$ cat src/rtl/adbg_jsp_wb_host.sv
// Wishbone initiator that runs a 16550-style UART as a byte pipe.
// After reset it programs LCR, FCR and IER, then polls LSR at a fixed rate.
// Each poll either reads one received byte from RBR or writes one pending
// byte to THR. Every access is guarded by a cycle timeout. An access that
// ends in err or timeout is abandoned and sets a sticky fault flag.
module adbg_jsp_wb_host #(
  parameter int unsigned POLL_DIV = 16,
  parameter int unsigned TIMEOUT  = 255,
  parameter logic [7:0]  INIT_LCR = 8'h03
) (
  input  logic       wb_clk_i,
  input  logic       wb_rst_i,
  output logic       wb_cyc_o,
  output logic       wb_stb_o,
  output logic       wb_we_o,
  output logic [2:0] wb_adr_o,
  output logic [7:0] wb_dat_o,
  input  logic [7:0] wb_dat_i,
  input  logic       wb_ack_i,
  input  logic       wb_err_i,
  input  logic [7:0] tx_data_i,
  input  logic       tx_valid_i,
  output logic       tx_ready_o,
  output logic [7:0] rx_data_o,
  output logic       rx_valid_o,
  input  logic       rx_ready_i,
  output logic       busy_o,
  output logic       fault_o
);

  localparam logic [15:0] DIV_LOAD = 16'(POLL_DIV - 1);
  localparam logic [7:0]  TMO_LAST = 8'(TIMEOUT - 1);
  localparam logic [7:0]  LCR_VAL  = INIT_LCR & 8'h7F;  // DLAB never set

  localparam logic [2:0] ADR_RBR = 3'd0;  // RBR on read, THR on write
  localparam logic [2:0] ADR_IER = 3'd1;
  localparam logic [2:0] ADR_FCR = 3'd2;
  localparam logic [2:0] ADR_LCR = 3'd3;
  localparam logic [2:0] ADR_LSR = 3'd5;

  localparam logic [7:0] FCR_FLUSH = 8'h06;  // clear both FIFOs
  localparam logic [7:0] IER_NONE  = 8'h00;  // polled operation, no interrupts

  typedef enum logic [2:0] {
    ST_INIT_LCR,
    ST_INIT_FCR,
    ST_INIT_IER,
    ST_WAIT,
    ST_POLL,
    ST_RD_RBR,
    ST_WR_THR
  } state_t;

  state_t      state_q, state_d;
  logic        cyc_q, cyc_d;
  logic        we_q, we_d;
  logic [2:0]  adr_q, adr_d;
  logic [7:0]  dat_q, dat_d;
  logic [7:0]  tmo_q, tmo_d;
  logic [15:0] div_q, div_d;
  logic        fault_q, fault_d;
  logic        tx_full_q, tx_full_d;
  logic [7:0]  tx_byte_q, tx_byte_d;
  logic        rx_valid_q, rx_valid_d;
  logic [7:0]  rx_data_q, rx_data_d;

  logic start;
  logic acc_ok;
  logic acc_abort;
  logic in_init;

  // err dominates a simultaneous ack; an ack on the last allowed cycle still counts
  assign acc_ok    = wb_ack_i & ~wb_err_i;
  assign acc_abort = wb_err_i | (~wb_ack_i & (tmo_q == TMO_LAST));
  assign in_init   = (state_q == ST_INIT_LCR) || (state_q == ST_INIT_FCR) ||
                     (state_q == ST_INIT_IER);

  // Next-state, bus launch/termination, byte holders and counters
  always_comb begin
    // NOTE: every variable written here gets its hold value first, so no path
    // through the branches below can leave one unassigned and infer a latch.
    state_d    = state_q;
    cyc_d      = cyc_q;
    we_d       = we_q;
    adr_d      = adr_q;
    dat_d      = dat_q;
    tmo_d      = tmo_q;
    div_d      = div_q;
    fault_d    = fault_q;
    tx_full_d  = tx_full_q;
    tx_byte_d  = tx_byte_q;
    rx_valid_d = rx_valid_q;
    rx_data_d  = rx_data_q;
    start      = 1'b0;

    // Stream handshakes; neither can collide with the bus updates below
    // because THR is only written while the holder is full and RBR is only
    // read while the slot is empty.
    if (tx_valid_i && tx_ready_o) begin
      tx_full_d = 1'b1;
      tx_byte_d = tx_data_i;
    end
    if (rx_valid_q && rx_ready_i) begin
      rx_valid_d = 1'b0;
    end

    case (state_q)
      ST_WAIT: begin
        if (div_q != 16'd0) begin
          div_d = div_q - 16'd1;
        end else if (!rx_valid_q || tx_full_q) begin
          // WAIT was already idle, so the poll can launch on the entry edge
          state_d = ST_POLL;
          start   = 1'b1;
        end
      end

      default: begin
        if (!cyc_q) begin
          // Entered from another access (or out of reset): this idle
          // cycle is the mandatory gap, launch now.
          start = 1'b1;
        end else if (acc_ok || acc_abort) begin
          cyc_d = 1'b0;
          we_d  = 1'b0;
          adr_d = 3'd0;
          dat_d = 8'd0;
          if (acc_abort) begin
            fault_d = 1'b1;
            if (!in_init) begin
              // tx byte stays in the holder; RBR data is simply not captured
              state_d = ST_WAIT;
              div_d   = DIV_LOAD;
            end
            // an aborted init step stays put and is relaunched after the gap
          end else begin
            case (state_q)
              ST_INIT_LCR: state_d = ST_INIT_FCR;
              ST_INIT_FCR: state_d = ST_INIT_IER;
              ST_POLL: begin
                // rx has priority; a pending tx byte is served on a later poll
                if (wb_dat_i[0] && !rx_valid_q) begin
                  state_d = ST_RD_RBR;
                end else if (wb_dat_i[5] && tx_full_q) begin
                  state_d = ST_WR_THR;
                end else begin
                  state_d = ST_WAIT;
                  div_d   = DIV_LOAD;
                end
              end
              ST_RD_RBR: begin
                rx_valid_d = 1'b1;
                rx_data_d  = wb_dat_i;
                state_d    = ST_WAIT;
                div_d      = DIV_LOAD;
              end
              ST_WR_THR: begin
                tx_full_d = 1'b0;
                state_d   = ST_WAIT;
                div_d     = DIV_LOAD;
              end
              default: begin  // ST_INIT_IER
                state_d = ST_WAIT;
                div_d   = DIV_LOAD;
              end
            endcase
          end
        end else begin
          tmo_d = tmo_q + 8'd1;
        end
      end
    endcase

    // Launch the access belonging to the state being (re)entered
    if (start) begin
      cyc_d = 1'b1;
      tmo_d = 8'd0;
      case (state_d)
        ST_INIT_LCR: begin we_d = 1'b1; adr_d = ADR_LCR; dat_d = LCR_VAL;   end
        ST_INIT_FCR: begin we_d = 1'b1; adr_d = ADR_FCR; dat_d = FCR_FLUSH; end
        ST_INIT_IER: begin we_d = 1'b1; adr_d = ADR_IER; dat_d = IER_NONE;  end
        ST_POLL:     begin we_d = 1'b0; adr_d = ADR_LSR; dat_d = 8'd0;      end
        ST_RD_RBR:   begin we_d = 1'b0; adr_d = ADR_RBR; dat_d = 8'd0;      end
        ST_WR_THR:   begin we_d = 1'b1; adr_d = ADR_RBR; dat_d = tx_byte_q; end
        default:     begin cyc_d = 1'b0; we_d = 1'b0; adr_d = 3'd0; dat_d = 8'd0; end
      endcase
    end
  end

  // State and all bus/stream registers; reset drops the bus at once
  always_ff @(posedge wb_clk_i or posedge wb_rst_i) begin
    if (wb_rst_i) begin
      state_q    <= ST_INIT_LCR;
      cyc_q      <= 1'b0;
      we_q       <= 1'b0;
      adr_q      <= 3'd0;
      dat_q      <= 8'd0;
      tmo_q      <= 8'd0;
      div_q      <= 16'd0;
      fault_q    <= 1'b0;
      tx_full_q  <= 1'b0;
      tx_byte_q  <= 8'd0;
      rx_valid_q <= 1'b0;
      rx_data_q  <= 8'd0;
    end else begin
      // NOTE: non-blocking so every register samples the pre-edge values
      // the combinational block computed from.
      state_q    <= state_d;
      cyc_q      <= cyc_d;
      we_q       <= we_d;
      adr_q      <= adr_d;
      dat_q      <= dat_d;
      tmo_q      <= tmo_d;
      div_q      <= div_d;
      fault_q    <= fault_d;
      tx_full_q  <= tx_full_d;
      tx_byte_q  <= tx_byte_d;
      rx_valid_q <= rx_valid_d;
      rx_data_q  <= rx_data_d;
    end
  end

  assign wb_cyc_o   = cyc_q;
  assign wb_stb_o   = cyc_q;
  assign wb_we_o    = we_q;
  assign wb_adr_o   = adr_q;
  assign wb_dat_o   = dat_q;
  assign busy_o     = cyc_q;
  assign fault_o    = fault_q;
  assign rx_valid_o = rx_valid_q;
  assign rx_data_o  = rx_data_q;
  // holder is not offered while reset is held
  assign tx_ready_o = ~tx_full_q & ~wb_rst_i;

endmodule

$ cat config.mk
export PLATFORM = sky130hd
export DESIGN_NAME = adbg_jsp_wb_host
export DESIGN_NICKNAME = d
export VERILOG_FILES = /design/src/rtl/adbg_jsp_wb_host.sv
export SDC_FILE = /design/constraint.sdc
export NUM_CORES = 1
export LEC_CHECK = 0
export CAP_MARGIN = 20
export CORE_MARGIN = 2
export CORE_UTILIZATION = 48
export DETAILED_ROUTE_END_ITERATION = 8
export PLACE_DENSITY = 0.81
export SYNTH_ARGS = -nofsm -noshare
export SYNTH_HDL_FRONTEND = slang
export SYNTH_SLANG_ARGS = --single-unit
$ cat constraint.sdc
create_clock -name wb_clk_i -period 2.2 [get_ports wb_clk_i]
set_input_delay 0.44 -clock wb_clk_i [delete_from_list [all_inputs] [get_ports wb_clk_i]]
set_output_delay 0.44 -clock wb_clk_i [all_outputs]
set_load 0.05 [all_outputs]
# Word-level counts from Yosys, hierarchy flattened

Index checks and enable logic that the tools add are counted.

$add $sub $neg: 2
Equality and inequality tests: 19
Multiplexer cells: 59
Bitwise gates (word level): 10
Reduce and logical (&&, ||, !) cells: 24

Operators by type and width:

| operator                | number |
|---|---|
| $mux W16                | 8 |
| $mux W8                 | 8 |
| $mux W3                 | 13 |
| $pmux W16 S2            | 1 |
| $mux W1                 | 26 |
| $pmux W8 S3             | 1 |
| $eq A3 B3 Y1 const B    | 6 |
| $reduce_bool A16 Y1     | 1 |
| $sub A16 B1 Y16 const B | 1 |
| $pmux W3 S4             | 1 |
| $eq A3 B2 Y1 const B    | 3 |
| $pmux W3 S3             | 1 |
| $add A8 B1 Y8 const B   | 1 |
| $eq A8 B8 Y1 const B    | 1 |
| $ne A4 B3 Y1 const B    | 2 |
| $reduce_bool A2 Y1      | 4 |
| $reduce_and A7 Y1       | 1 |
| $eq A3 B1 Y1 const B    | 2 |
| $logic_not A3 Y1        | 2 |
| $ne A2 B2 Y1 const B    | 3 |
| $not A1 Y1              | 6 |
| $reduce_and A3 Y1       | 2 |
| $reduce_or A6 Y1        | 1 |
| $reduce_and A5 Y1       | 1 |
| other kinds (10)        | 18 |

Bits in registers: 59
Input port bits: 22

# Depth between registers and ports, before layout

Gate-level depths: netlist (run 1).

Depth in word-level cells: 12
Depth in mapped cells: 8
Gate-level depth less buffers: 7

# Worst setup path after synthesis (run 1)

OpenSTA, ideal clock, no wires.

Path type: register -> register
From: reg tmo_q[0]
To: reg div_q[1]
Library setup time: 125 ps
Arrival time: 2007 ps
Setup slack: 69 ps
Cell stages (with the launch flop): 8
Period minus slack after synthesis: 2131 ps
Cell sequence: dfrtp_1 -> inv_1 -> ha_1 -> nand4b_1 -> o21bai_1 -> mux2_2 -> nor3_2 -> mux2_2

Cells in the longest elaborated chain, start to end: 7
Elaborated cells between the ends (all ways): 14
Classes of those cells: 5 x eq/ne; 4 x mux; 2 x bitwise; 3 x reduce/logical

Ends and longest elaborated chain:

| item                   | line | text |
|---|---|---|
| start, declared        | 59   | `logic [7:0] tmo_q, tmo_d;` |
| start signal, assigned | 213  | `tmo_q <= tmo_d;` |
| $eq A8 B8 Y1 (*)       | 74   | `assign acc_abort = wb_err_i \| (~wb_ack_i & (tmo_q == TMO_LAST));` |
| $and A1 B1 Y1 (*)      | 74   |  |
| $or A1 B1 Y1 (*)       | 74   |  |
| $mux W16               | 128  | `if (acc_abort) begin` |
| $mux W16               | 123  | `end else if (acc_ok \|\| acc_abort) begin` |
| $mux W16               | 119  | `if (!cyc_q) begin` |
| $mux W16               | 107  | `case (state_q)` |
| end signal, assigned   | 214  | `div_q <= div_d;` |
| end, declared          | 60   | `logic [15:0] div_q, div_d;` |

Mark *: on every way between the ends. The rest lies on a longest branch, timed or not. The select of a mux whose other input is x is not followed.
A chain may end at the register's enable or synchronous reset.

# Final worst setup path (run 1)

From: reg state_q[0]
To: reg dat_q[0], in the netlist wb_dat_o[0]

Cells in the longest elaborated chain, start to end: 11
Elaborated cells between the ends (all ways): 25
Classes of those cells: 7 x eq/ne; 11 x mux; 7 x reduce/logical

Ends and longest elaborated chain:

| item                                                    | line    | text |
|---|---|---|
| start, declared                                         | 54      | `state_t state_q, state_d;` |
| start signal, assigned                                  | 208     | `state_q <= state_d;` |
| $eq A3 B1 Y1 / $logic_not A3 Y1 (equally long branches) | 75, 137 |  |
| $logic_or A1 B1 Y1 (2 in series)                        | 75      | `assign in_init = (state_q == ST_INIT_LCR) \|\| (state_q == ST_INIT_FCR) \|\|` |
| $mux W3                                                 | 130     | `if (!in_init) begin` |
| $mux W3                                                 | 128     |  |
| $mux W3                                                 | 123     |  |
| $mux W3                                                 | 119     |  |
| $mux W3                                                 | 107     |  |
| $eq A3 B3 Y1 (tied with other cells)                    | 178     | `case (state_d)` |
| $pmux W8 S3                                             | 178     |  |
| $mux W8                                                 | 175     | `if (start) begin` |
| end signal, assigned                                    | 212     | `dat_q <= dat_d;` |
| end, declared                                           | 58      | `logic [7:0] dat_q, dat_d;` |

Parallel ways exist; a longest one is shown, timed or not.

==> results of run 1 <==
[cell type report]
| class | count | area [um2] | share of cell area (%) |
|---|---|---|---|
| flip-flops and latches | 59 | 1480 | 36.8 |
| multi-input cells | 202 | 1430 | 35.7 |
| repair buffers | 78 | 718 | 17.9 |
| clock buffers | 9 | 124 | 3.09 |
| clock inverters | 7 | 124 | 3.09 |
| well taps | 77 | 96.3 | 2.40 |
| inverters | 10 | 37.5 | 0.936 |
[cells in the final DEF (no fill, tap or decap), types with 2 or more instances in the layout]
cell                              count
sky130_fd_sc_hd__a21o_1               3
sky130_fd_sc_hd__a21oi_1             11
sky130_fd_sc_hd__a221o_1              4
sky130_fd_sc_hd__a22o_1               5
sky130_fd_sc_hd__a2bb2oi_1            2
sky130_fd_sc_hd__a31oi_1              7
sky130_fd_sc_hd__and2_1               5
sky130_fd_sc_hd__and3_1               4
sky130_fd_sc_hd__buf_12               2
sky130_fd_sc_hd__buf_4               33
sky130_fd_sc_hd__bufinv_16            3
sky130_fd_sc_hd__clkbuf_8             9
sky130_fd_sc_hd__clkdlybuf4s50_1     43
sky130_fd_sc_hd__clkinv_4             2
sky130_fd_sc_hd__dfrtp_1             59
sky130_fd_sc_hd__ha_1                 4
sky130_fd_sc_hd__inv_1                9
sky130_fd_sc_hd__mux2_2              18
sky130_fd_sc_hd__nand2_1             12
sky130_fd_sc_hd__nand2b_1             3
sky130_fd_sc_hd__nand3_1              6
sky130_fd_sc_hd__nand4_1              8
sky130_fd_sc_hd__nor2_1              21
sky130_fd_sc_hd__nor3_1              14
sky130_fd_sc_hd__nor3_2               2
sky130_fd_sc_hd__nor3b_1              2
sky130_fd_sc_hd__nor4_4               2
sky130_fd_sc_hd__nor4b_1              2
sky130_fd_sc_hd__o211a_1              2
sky130_fd_sc_hd__o21a_1               2
sky130_fd_sc_hd__o21ai_0             15
sky130_fd_sc_hd__o22a_1               2
sky130_fd_sc_hd__o31ai_1              6
sky130_fd_sc_hd__o41ai_1              9
sky130_fd_sc_hd__or3_1                3
sky130_fd_sc_hd__or4_1                2
sky130_fd_sc_hd__xor2_1               6
[state kept, by name, summed over array words and instances (netlist names)]
| signal | flops |
|---|---|
| wb_adr_o | 3 |
| rx_data_o | 8 |
| tx_full_q | 1 |
| fault_o | 1 |
| rx_valid_o | 1 |
| state_q | 3 |
| wb_dat_o | 8 |
| tx_byte_q | 8 |
| wb_we_o | 1 |
| tmo_q | 8 |
| div_q | 16 |
| busy_o | 1 |
[path summary, 6_finish.rpt]
path	start	end	slack, ns	depth (start not counted)
setup / recovery	state_q[0]	wb_dat_o[0]	0.14	5
hold / removal	fault_o	fault_o	0.48	1
setup reg to reg	state_q[0]	wb_dat_o[0]	0.14	5
hold reg to reg	fault_o	fault_o	0.48	1
max in group asynchronous	wb_rst_i	tmo_q[4]	1.41	3
min in group asynchronous	wb_rst_i	rx_data_o[7]	0.51	3
[worst max-delay path: cells and delay by family, from the launching register on]
kind	cells	cell delay (ns)
compound gates	1	0.37
flops	1	0.48
simple gates	4	1.09
[per-layer routing]
| layer | up-vias | part of all wire [%] |
|---|---|---|
| met5 | - | 0 |
| met4 | 0 | 1.5 |
| met3 | 10 | 5.1 |
| met2 | 73 | 49 |
| met1 | 1286 | 44 |
| li1 | 1227 | - |
[power by group through the flow]
stage,combinational [uW],sequential [uW],clock (uW)
floorplan,1620,1940,0
global placement,2710,1670,0
detailed placement,2780,1690,0
CTS,2810,1670,1260
global route,3050,1730,1310
finish,2830,1670,1230
[metrics by stage]
stage	cell area [um2]	setup WS (ns)	std cells
after detailed placement	3750	-0.203	426
after floorplan	3040	0.0688	292
final	4010	0.142	442
after CTS	4000	0.104	442
after global routing	4010	0.0191	442
after global placement	3750	-0.145	426
[kinds of logic after synthesis]
logic type / after synthesis / synth area share, %
AOI/OAI and AO/OA: 75 / 17.6
xor gates and xnor gates: 7 / 2.02
adders and majority gates: 4 / 1.65
buffers and inverters: 31 / 4.57
DFF: 59 / 48.5
muxes: 19 / 7.03
and+or+nand+nor: 97 / 18.6
==> impl_metrics.json, run 1 <==
{
  "final.hold.worst_slack_ns": 0.477,
  "fin_worst_skew_ns": 0.00950,
  "crit_path_max_fo": 10,
  "ctsHtreeMaxLevel": 3,
  "critPathArrivalTime_ns": 2.28,
  "floorplan.die.height_um": 83.6,
  "post-route-period-util_pct": 93.6,
  "place_congestion": 0.897,
  "ios": 48,
  "criticalPathCategory": "reg -> reg",
  "synth.ff_latch_count": 59,
  "number_of_instances_in_the_synthesized_netlist": 292,
  "avgViaCountPerCell": 5.87,
  "timing.critical_path.from_type": "flip-flop",
  "drt_pass1_iterations": 4,
  "synth.avg_cell_area_um2": 10.4,
  "grt_max_degree": 32,
  "share_of_the_core_filled_with_cells_pct": 64.2,
  "ys.warnings.count": 0,
  "met2_usage_pct": 33.5,
  "clock_sinks": 59,
  "final.fill_count": 492,
  "layout-area-overhead-vs-synth_pct": 31.8,
  "critical_path.endpoint_type": "flip-flop",
  "tritoncts": "built",
  "cts-buffers-inserted": 9,
  "diodes": 0,
  "pwr-share-comb_pct": 49.4,
  "ys.flop_type": "sky130_fd_sc_hd__dfrtp_1",
  "cts_hold_buffers": 0,
  "p_per_area_nw_per_um2": 1430,
  "cts_buffer_depth": 2,
  "clock_tree.root_cell": "sky130_fd_sc_hd__clkbuf_8",
  "synth.cell_area_um2": 3040,
  "vdd.ir_drop.worst_v": 0.000979,
  "drt_first_iter_violations": 247,
  "clkPwrFrac_pct": 21.4,
  "drc_errors": 0,
  "grt_overflow_total": 0,
  "global_route.usage.met1_pct": 28.8,
  "slowest_delay_ns": 0.48,
  "synth.top_cells.by_count": "59 x sky130_fd_sc_hd__dfrtp_1, 21 x sky130_fd_sc_hd__nor2_1, 19 x sky130_fd_sc_hd__mux2_2",
  "tightestPinTransition_ns": 0.514,
  "switching_share_pct": 41.4,
  "initial_core_utilization_pct": 48.7,
  "required_ns": 2.43,
  "synth_top_cell_area_share_pct": 48.5,
  "net_count_after_synthesis": 318,
  "setup-tns-final_ns": 0,
  "min_path_type": "reg -> reg",
  "async_flop_share_pct": 100,
  "finalMaxSlewViolations": 0,
  "ys_top_cells_by_area": "sky130_fd_sc_hd__dfrtp_1 49%, sky130_fd_sc_hd__mux2_2 7.0%, sky130_fd_sc_hd__nor2_1 2.6%, sky130_fd_sc_hd__o41ai_1 2.6%, sky130_fd_sc_hd__o21ai_0 2.5%",
  "rsz0062_at_grt": "false",
  "design.core.area_um2": 6240,
  "floorplan.die.width_um": 83.6,
  "cp_cell_sequence": "and3b_1 -> nand4_1 -> or3_4 -> and2_4 -> a221o_1",
  "use_met3_pct": 6.43,
  "first_global_vias": 2548,
  "power.sequential.fraction_pct": 29.2,
  "first_pass_grt_wire_length_um": 12100,
  "total_number_of_nets_in_the_final_design": 386,
  "synth.lib_cells_used.distinct": 53,
  "postCtsSetupBuffers": 0,
  "post-layout-total-power_uw": 5720,
  "count_of_maximum_capacitance_violations": 0,
  "fin_crit_ns": 2.06,
  "ys_seq_area_share_pct": 48.5,
  "final_setup_fails": 0,
  "finalHoldViolations": 0,
  "die_area_um2": 6990,
  "grt-busiest-layer": "met2",
  "grt_use_total_pct": 21.7,
  "dp.final_hpwl_um": 4840,
  "post_cts.resized_instances": 0,
  "clk-insertion-delay-late_ns": 0.35,
  "routed_wl_um": 7010,
  "route.antenna.remaining_nets": 0,
  "intPower_uw": 3350,
  "antenna_violations_before_repair": 0,
  "power.net_switching_uw": 2370,
  "timing.max_slew.rel_slack_pct": 65.5,
  "drive_above_1_share_pct": 21.9,
  "port_buffers": 47,
  "leakage_uw": 0.00177,
  "critical_path.slowest_cell": "sky130_fd_sc_hd__dfrtp_1",
  "synth.most_common_cell": "sky130_fd_sc_hd__dfrtp_1",
  "wire_per_inst_um": 15.8,
  "placement_rows": 29,
  "timing.fmax_mhz": 486,
  "synth_largest_area_cell": "sky130_fd_sc_hd__dfrtp_1",
  "status": "finished clean",
  "number_of_synthesized_flops_with_an_enable_pin": 0,
  "clkTransAtPathRegs_ns": 0.07,
  "vias": 2596
}
(Power assumes the default switching activity.)
==> run 2, diff against run 1 <==
--- a/config.mk
+++ b/config.mk
@@ -8,6 +8,7 @@
 export CAP_MARGIN = 20
 export CORE_MARGIN = 2
 export CORE_UTILIZATION = 48
+export CTS_CLUSTER_SIZE = 12
 export DETAILED_ROUTE_END_ITERATION = 8
 export PLACE_DENSITY = 0.81
 export SYNTH_ARGS = -nofsm -noshare
==> results of run 2 <==
The final DEF is identical to that of run 1; final timing and power are the same.
==> run 3, diff against run 2 <==
--- a/config.mk
+++ b/config.mk
@@ -6,9 +6,8 @@
 export NUM_CORES = 1
 export LEC_CHECK = 0
 export CAP_MARGIN = 20
-export CORE_MARGIN = 2
 export CORE_UTILIZATION = 48
-export CTS_CLUSTER_SIZE = 12
+export CTS_CLUSTER_SIZE = 24
 export DETAILED_ROUTE_END_ITERATION = 8
 export PLACE_DENSITY = 0.81
 export SYNTH_ARGS = -nofsm -noshare
==> impl_metrics.json, run 3 (synthesis results as in run 1) <==
{
  "final_design_area_no_fill_um2": 4040,
  "diodes": 0,
  "finalHoldViolations": 0,
  "grt_use_total_pct": 24.0,
  "rsz0062_at_grt": "false",
  "floorplan.die.height_um": 81.6,
  "antenna_violations_before_repair": 0,
  "clock_sinks": 59,
  "criticalPathCategory": "reg -> reg",
  "design.core.area_um2": 6030,
  "clk-insertion-delay-late_ns": 0.34,
  "intPower_uw": 3340,
  "placement_rows": 28,
  "post-route-period-util_pct": 96.1,
  "reg2reg_from": "div_q[1]",
  "placed_cell_area_um2": 3800,
  "critical_path.endpoint_type": "flip-flop",
  "layout.cells.most_common_list": "59 x sky130_fd_sc_hd__dfrtp_1, 43 x sky130_fd_sc_hd__clkdlybuf4s50_1, 34 x sky130_fd_sc_hd__buf_4",
  "total_number_of_nets_in_the_final_design": 389,
  "placement_setup_slack_ns": -0.220,
  "clkPwrFrac_pct": 19.9,
  "wire_per_inst_um": 16.5,
  "layout-area-overhead-vs-synth_pct": 32.9,
  "min_path_type": "in -> async",
  "critPathArrivalTime_ns": 2.34,
  "p_per_area_nw_per_um2": 1410,
  "timing.rr.end": "wb_dat_o[2]",
  "cts_buffer_depth": 2,
  "drt_first_iter_violations": 217,
  "first_global_vias": 2512,
  "clock_tree.root_cell": "sky130_fd_sc_hd__clkbuf_8",
  "vias": 2628,
  "final.hold.worst_slack_ns": 0.468,
  "drc_errors": 0,
  "setup.reg_to_reg.worst_slack_ns": 0.09,
  "timing.critical_path.from_type": "flip-flop",
  "max_ffs_per_register": 16,
  "power.net_switching_uw": 2380,
  "status": "finished clean",
  "grt_max_degree": 30,
  "drive_above_1_share_pct": 22.6,
  "crit_path_max_fo": 10,
  "power.sequential.fraction_pct": 29.2,
  "max_flop_register": "div_q",
  "tightestPinTransition_ns": 0.545,
  "grt_overflow_total": 0,
  "timing.max_slew.rel_slack_pct": 63.4,
  "initial_core_utilization_pct": 50.5,
  "switching_share_pct": 41.6,
  "timing.fmax_mhz": 473,
  "place_congestion": 0.843,
  "cts-buffers-inserted": 9,
  "postCtsSetupBuffers": 0,
  "ios": 48,
  "dp.final_hpwl_um": 5050,
  "worst_setup_path_endpoint": "wb_dat_o[2]",
  "route.antenna.remaining_nets": 0,
  "mostFrequentLayoutCell": "sky130_fd_sc_hd__dfrtp_1",
  "avgViaCountPerCell": 5.93,
  "setup-tns-final_ns": 0,
  "drt_pass1_iterations": 4,
  "required_ns": 2.43,
  "count_of_maximum_capacitance_violations": 0,
  "ctsHtreeMaxLevel": 3,
  "setup.worst_path.start": "div_q[1]",
  "first_pass_grt_wire_length_um": 12000,
  "final_setup_fails": 0,
  "die_area_um2": 6660,
  "clkTransAtPathRegs_ns": 0.07,
  "pwr-share-comb_pct": 50.8,
  "port_buffers": 47,
  "r2r.worst_path.cells": 7,
  "post-route-worst-setup-slack_ns": 0.0854,
  "floorplan.die.width_um": 81.6,
  "leakage_uw": 0.00179,
  "routed_wl_um": 7330,
  "vdd.ir_drop.worst_v": 0.000918,
  "tritoncts": "built",
  "fin_crit_ns": 2.11,
  "fin_worst_skew_ns": 0.00975,
  "finalMaxSlewViolations": 0
}
## run 3: timing repair
item,in CTS,in global routing
hold endpoints to repair,0,0
hold buffers,0,0
endpoints found under the setup margin,0,9
gates resized for setup,0,4
## run 3: layout make-up
type                            count  area (um2)
Fill cell                         469        1980
Timing Repair Buffer               81         766
Clock buffer                       12         155
Multi-Input combinational cell    202        1440
Tap cell                           75        93.8
Inverter                           10        37.5
Sequential cell                    59        1480
Clock inverter                      4        72.6
## run 3: worst min-delay path by stage
stage                         endpoint  slack [ns]  depth (start not counted)
after floorplan              div_q[15]        0.45                          1
after global placement     wb_adr_o[1]        0.46                          1
after detailed placement   wb_adr_o[1]        0.46                          1
after CTS                 rx_data_o[6]        0.48                          2
after global routing       wb_adr_o[1]        0.49                          1
final                      wb_dat_o[3]        0.47                          2
## run 3: stage by stage
step	instances	utilization, %	power (uW)
finish	443	67.1	5720
global route	443	67.1	6070
CTS	443	66.8	5680
detailed placement	427	63.1	4520
global placement	427	63.1	4450
floorplan	292	-	3560
## run 3: worst max-delay path: stages, from the launching register on
cell,delay [ns]
sky130_fd_sc_hd__dfrtp_1,0.38
sky130_fd_sc_hd__inv_1,0.09
sky130_fd_sc_hd__ha_1,0.15
sky130_fd_sc_hd__nor2b_1,0.17
sky130_fd_sc_hd__nand4_1,0.19
sky130_fd_sc_hd__or3_4,0.45
sky130_fd_sc_hd__and2_4,0.22
sky130_fd_sc_hd__a221o_1,0.34
## run 3: routing by layer
metal	GRT usage (%)	up-vias	share of wire [%]
li1	-	1231	-
met1	31.8	1306	45
met2	37.6	77	48
met3	5.22	14	5.0
met4	10.5	0	1.8
met5	0	-	0
## run 3: power by group through the flow
| stage | Sequential, uW | Combinational [uW] | Clock, uW |
|---|---|---|---|
| 6_report | 1670 | 2900 | 1140 |
| 5_1_grt | 1710 | 3160 | 1200 |
| 4_1_cts | 1660 | 2860 | 1160 |
| 3_5_place_dp | 1680 | 2840 | 0 |
| 3_3_place_gp | 1670 | 2780 | 0 |
| 2_1_floorplan | 1940 | 1620 | 0 |
